<file path="src/rtl/mem_port_arbiter.sv">
// Two-port (fetch / data) arbiter in front of a fixed-latency single-ported memory.
// Optional IF starvation guard: define MEM_ARB_STARVE_GUARD_EN.
module mem_port_arbiter #(
    parameter int MEM_LAT    = 1,
    parameter int STARVE_MAX = 4
) (
    input  logic        clk,
    input  logic        rst,
    input  logic        if_req,
    input  logic [31:0] if_addr,
    output logic        if_gnt,
    output logic        if_rvalid,
    output logic [31:0] if_rdata,
    input  logic        dm_req,
    input  logic        dm_we,
    input  logic        dm_byte,
    input  logic [31:0] dm_addr,
    input  logic [31:0] dm_wdata,
    output logic        dm_gnt,
    output logic        dm_rvalid,
    output logic [31:0] dm_rdata,
    output logic        mem_en,
    output logic        mem_we,
    output logic        mem_byte,
    output logic [31:0] mem_addr,
    output logic [31:0] mem_wdata,
    input  logic [31:0] mem_rdata
);

    if (MEM_LAT < 1 || MEM_LAT > 7 || STARVE_MAX < 1 || STARVE_MAX > 15) begin : g_bad_param
        $error("mem_port_arbiter: parameter out of range");
    end

    typedef enum logic {IDLE, BUSY} state_t;
    typedef enum logic [1:0] {OWN_NONE, OWN_IF, OWN_DM} owner_t;

    localparam logic [2:0] LAT_M1 = 3'(MEM_LAT - 1);

    state_t     state, state_nxt;
    owner_t     owner, owner_nxt;
    logic [2:0] cnt, cnt_nxt;
    logic       owner_we, owner_we_nxt;
    logic       done;
    logic       can_grant;
    logic       if_first;

    assign done      = (state == BUSY) && (cnt == 3'd0);
    assign can_grant = !rst && ((state == IDLE) || done);

`ifdef MEM_ARB_STARVE_GUARD_EN
    localparam logic [3:0] STARVE_LIM = 4'(STARVE_MAX);

    logic [3:0] starve;

    // IF overrides DM once DM has won STARVE_MAX times in a row over a waiting fetch
    assign if_first = if_req && (!dm_req || (starve == STARVE_LIM));

    always_ff @(posedge clk) begin
        if (rst) begin
            starve <= 4'd0;
        end else if (!if_req || if_gnt) begin
            starve <= 4'd0;
        end else if (dm_gnt) begin
            starve <= starve + 4'd1;
        end
    end
`else
    assign if_first = if_req && !dm_req;
`endif

    assign if_gnt = can_grant && if_first;
    assign dm_gnt = can_grant && dm_req && !if_first;

    always_comb begin
        state_nxt    = state;
        owner_nxt    = owner;
        owner_we_nxt = owner_we;
        cnt_nxt      = cnt;
        if (state == BUSY && cnt != 3'd0) begin
            cnt_nxt = cnt - 3'd1;
        end
        if (done) begin
            state_nxt    = IDLE;
            owner_nxt    = OWN_NONE;
            owner_we_nxt = 1'b0;
        end
        if (if_gnt || dm_gnt) begin
            state_nxt    = BUSY;
            cnt_nxt      = LAT_M1;
            owner_nxt    = dm_gnt ? OWN_DM : OWN_IF;
            owner_we_nxt = dm_gnt && dm_we;
        end
    end

    always_comb begin
        mem_en    = 1'b0;
        mem_we    = 1'b0;
        mem_byte  = 1'b0;
        mem_addr  = 32'd0;
        mem_wdata = 32'd0;
        if (dm_gnt) begin
            mem_en    = 1'b1;
            mem_we    = dm_we;
            mem_byte  = dm_byte;
            mem_addr  = dm_addr;
            mem_wdata = dm_wdata;
        end else if (if_gnt) begin
            mem_en   = 1'b1;
            mem_addr = if_addr;
        end
    end

    // Response routed by the latched owner; stores return an ack with zero data
    always_comb begin
        if_rvalid = !rst && done && (owner == OWN_IF);
        dm_rvalid = !rst && done && (owner == OWN_DM);
        if_rdata  = if_rvalid ? mem_rdata : 32'd0;
        dm_rdata  = (dm_rvalid && !owner_we) ? mem_rdata : 32'd0;
    end

    always_ff @(posedge clk) begin
        if (rst) begin
            state    <= IDLE;
            owner    <= OWN_NONE;
            owner_we <= 1'b0;
            cnt      <= 3'd0;
        end else begin
            state    <= state_nxt;
            owner    <= owner_nxt;
            owner_we <= owner_we_nxt;
            cnt      <= cnt_nxt;
        end
    end

endmodule
</file>
<file path="config.mk">
export PLATFORM = sky130hd
export DESIGN_NAME = mem_port_arbiter
export DESIGN_NICKNAME = d
export VERILOG_FILES = /design/src/rtl/mem_port_arbiter.sv
export SDC_FILE = /design/constraint.sdc
export NUM_CORES = 1
export LEC_CHECK = 0
export BUFFER_PORTS_ARGS = -buffer_cell sky130_fd_sc_hd__buf_2
export CORE_AREA = 5 5 102 104
export CTS_CLUSTER_DIAMETER = 200
export DETAILED_ROUTE_END_ITERATION = 6
export DIE_AREA = 0 0 107 109
export HOLD_SLACK_MARGIN = 0.12
export PLACE_DENSITY = 0.63
export SYNTH_ARGS = -nofsm -noshare
export SYNTH_HDL_FRONTEND = slang
export SYNTH_SLANG_ARGS = --single-unit
</file>
<file path="constraint.sdc">
create_clock -name clk -period 4.2 [get_ports clk]
set_input_delay 0.21 -clock clk [delete_from_list [all_inputs] [get_ports clk]]
set_output_delay 0.21 -clock clk [all_outputs]
set_load 0.01 [all_outputs]
</file>
==> impl_metrics.json <==
{
  "status": "complete, no violations",
  "switching_share_pct": 34.7,
  "antenna_found_initial": 1,
  "timing.slew.headroom_pct": 25.1,
  "layout.nets": 582,
  "synth_area_mm2": 0.00141,
  "critPathSlowestCell": "nor4b_4",
  "synth_area_leaders": "and2_1 43%, a22o_1 20%, dfxtp_1 9.9%",
  "ioPinCount": 269,
  "ir_drop_mv": 0.0719,
  "cts_hold_buf": 0,
  "via_count": 2318,
  "grtUsageTotal_pct": 11.5,
  "layout_setup_ws_ns": 1.49,
  "seq_area_um2": 140,
  "fin_skew_ns": 0.00700,
  "yosys_warnings": 0,
  "first_pass_iters": 4,
  "grt_pass1_wl_um": 10900,
  "clkPwrFrac_pct": 26.0,
  "postRouteAntennaNets": 0,
  "drv_cap": 0,
  "switchingPower_w": 0.000125,
  "fin_crit_sh_pct": 64.5,
  "r2r-start": "cnt[0]$_SDFFE_PP0P_",
  "die_y_um": 109,
  "synth.distinct_cells": 27,
  "num_rows": 36,
  "cpPeakStageDelay_ns": 0.98,
  "routed_wl_um": 7960,
  "core_area_mm2": 0.00946,
  "root_buffer": "clkbuf_8",
  "yosysTopAreaCell": "and2_1",
  "clock-sinks": 7,
  "rsz0062_at_grt": "false",
  "start_util_pct": 14.9,
  "cts_buffer_depth": 2,
  "htreeDepth": 1,
  "worstMarginPinSlew_ns": 1.12,
  "cts_setup_buffers": 0,
  "num_antenna_cells": 0,
  "worstPathCellList": "nand4bb_1 > nor4b_4 > and2_1 > buf_2",
  "fillers": 1021,
  "clk_latency_ns": 0.22,
  "drt_iter0_drc": 124,
  "cts_tree": "done",
  "hold_path.class": "input port to flop",
  "hp-start": "dm_we",
  "mappedNetlistNets": 325,
  "hold_viol": 0,
  "stdcell_area_mm2": 0.00288,
  "synth_seq_cells": 7,
  "drcViolationCount": 0,
  "synthCells": 189,
  "required_ns": 3.99,
  "cts_buffers": 3,
  "startpoint": "state$_SDFFE_PP0P_",
  "power.internal_w": 0.000235,
  "grt_overflow_total": 0,
  "gp_congestion": 0.780,
  "cp_top_family": "simple AND/OR/NAND/NOR gates",
  "crit_type": "flop to primary output",
  "drive_above_1_share_pct": 62.9,
  "endpoint_kind": "primary output",
  "pwr-share-comb_pct": 53.5,
  "routed_via_density": 4.15,
  "setup_viol": 0,
  "portBuffers": 268,
  "synth.avg_cell_area_um2": 7.47,
  "die-area_mm2": 0.0117,
  "total_power_w": 0.000359,
  "cts-resized-gates": 0,
  "pwr-share-seq_pct": 20.5,
  "grt_max_degree": 68,
  "max_freq_mhz": 369,
  "grt_pass1_vias": 2187,
  "dpl.cell_count": 555,
  "multi_input_area_mm2": 0.00117,
  "clk_pin_slew_worst_paths_ns": 0.04,
  "cp_max_fo": 32,
  "report.final.slew_viol_count": 0,
  "startpoint_type": "flop",
  "dieWidth_um": 107,
  "synth_top_area_share_pct": 43.4,
  "arrival_ns": 2.50,
  "dpl_cell_area_mm2": 0.00283,
  "place_ws_ns": 1.70,
  "wl_per_cell_um": 14.2,
  "p_leak_nw": 1.83,
  "setup_tns_ns": 0,
  "synthToLayoutAreaGrowth_pct": 104,
  "synth-seq-area-share_pct": 9.92,
  "cp_num_buf_inv": 1,
  "min_period_ns": 2.71,
  "finalNonFillerCells": 559,
  "dp_hpwl_um": 7160,
  "p_per_area_mw_per_mm2": 125
}
[final timing paths]
path	to	slack, ns	depth (start not counted)
worst min-delay path	owner_we$_SDFFE_PP0P_	0.23	2
worst min register to register	owner_we$_SDFFE_PP0P_	0.54	1
worst max-delay path	dm_rdata[23]	1.49	4
worst max register to register	cnt[1]$_SDFFE_PP0P_	2.82	5
[area by class of cell]
| cell class | instances | area share (%) |
|---|---|---|
| Inverter | 4 | 0.522 |
| Clock buffer | 4 | 1.57 |
| Sequential cell | 7 | 4.87 |
| Timing Repair Buffer | 271 | 47.4 |
| Multi-Input combinational cell | 159 | 40.7 |
| Tap cell | 114 | 4.96 |
[power groups by stage]
stage	Combinational, W	Sequential (W)	Clock, W
2_1_floorplan	0.0000804	0.0000721	0
3_3_place_gp	0.000192	0.0000745	0
3_5_place_dp	0.000195	0.0000746	0
4_1_cts	0.000195	0.0000736	0.0000956
5_1_grt	0.000210	0.0000740	0.000100
6_report	0.000192	0.0000736	0.0000935
[worst reg2reg max path: stages, from the launching register on]
cell and delay, ns:
dfxtp_1 0.29, inv_1 0.11, ha_1 0.23, nand2b_4 0.12, a2111o_1 0.42, a21oi_1 0.14
[cell families after synthesis]
kind of cell,synth area share (%)
simple gates,52.1
compound gates,27.5
buf+inv,8.68
flops,9.92
fa+ha+maj,1.77
[metrics by stage]
step           util [%]  hold slack [ns]
6_report           30.4            0.232
5_1_grt            30.4            0.236
4_1_cts            30.4            0.234
3_5_place_dp       29.9            0.465
3_3_place_gp       29.9            0.454
2_1_floorplan         -            0.343
[synthesized netlist by cell type]
master / number
a2111o_1: 2
a2111oi_4: 1
a21o_1: 2
a21oi_1: 4
a22o_1: 33
a31o_2: 1
a31oi_1: 1
and2_1: 98
buf_2: 5
buf_6: 4
clkbuf_1: 10
dfxtp_1: 7
ha_1: 2
inv_1: 4
nand2_1: 1
nand2b_1: 1
nand2b_4: 1
nand3_1: 1
nand3b_1: 3
nand4b_1: 1
nand4bb_1: 1
nor2_1: 1
nor3b_1: 1
nor3b_2: 1
nor4_1: 1
nor4b_2: 1
or2_1: 1
[metal layers]
layer,wire (um),global-route usage [%],up-vias
li1,-,-,1161
met1,3060,13.5,981
met2,3890,21.2,168
met3,941,3.32,6
met4,49,1.55,2
met5,20,0,-
[sequential cells by signal (all words and copies together) (netlist names)]
name and flops:
cnt 3, owner_we 1, owner 2, state 1
[cells in the final DEF (no fill, tap or decap)]
| cell type | netlist | layout |
|---|---|---|
| or2_1 | 1 | 1 |
| nand2b_4 | 1 | 1 |
| a2111oi_4 | 1 | 1 |
| a22o_1 | 33 | 33 |
| a31o_2 | 1 | 1 |
| nor3b_2 | 1 | 1 |
| clkbuf_1 | 10 | 1 |
| a21o_1 | 2 | 2 |
| nand2b_1 | 1 | 1 |
| nand4bb_1 | 1 | 1 |
| nor3b_1 | 1 | 1 |
| inv_1 | 4 | 4 |
| buf_4 | 0 | 3 |
| nor2_1 | 1 | 1 |
| dfxtp_1 | 7 | 7 |
| a21oi_1 | 4 | 3 |
| clkbuf_8 | 0 | 3 |
| a2111o_1 | 2 | 2 |
| ha_1 | 2 | 2 |
| and2_1 | 98 | 98 |
| buf_2 | 5 | 268 |
| a21oi_4 | 0 | 1 |
| a31oi_1 | 1 | 1 |
| nor4_1 | 1 | 1 |
| nand2_1 | 1 | 1 |
| nand4b_1 | 1 | 1 |
| nand3b_1 | 3 | 3 |
| nand3_1 | 1 | 1 |
| nor4b_4 | 0 | 1 |
(Power assumes the default switching activity.)
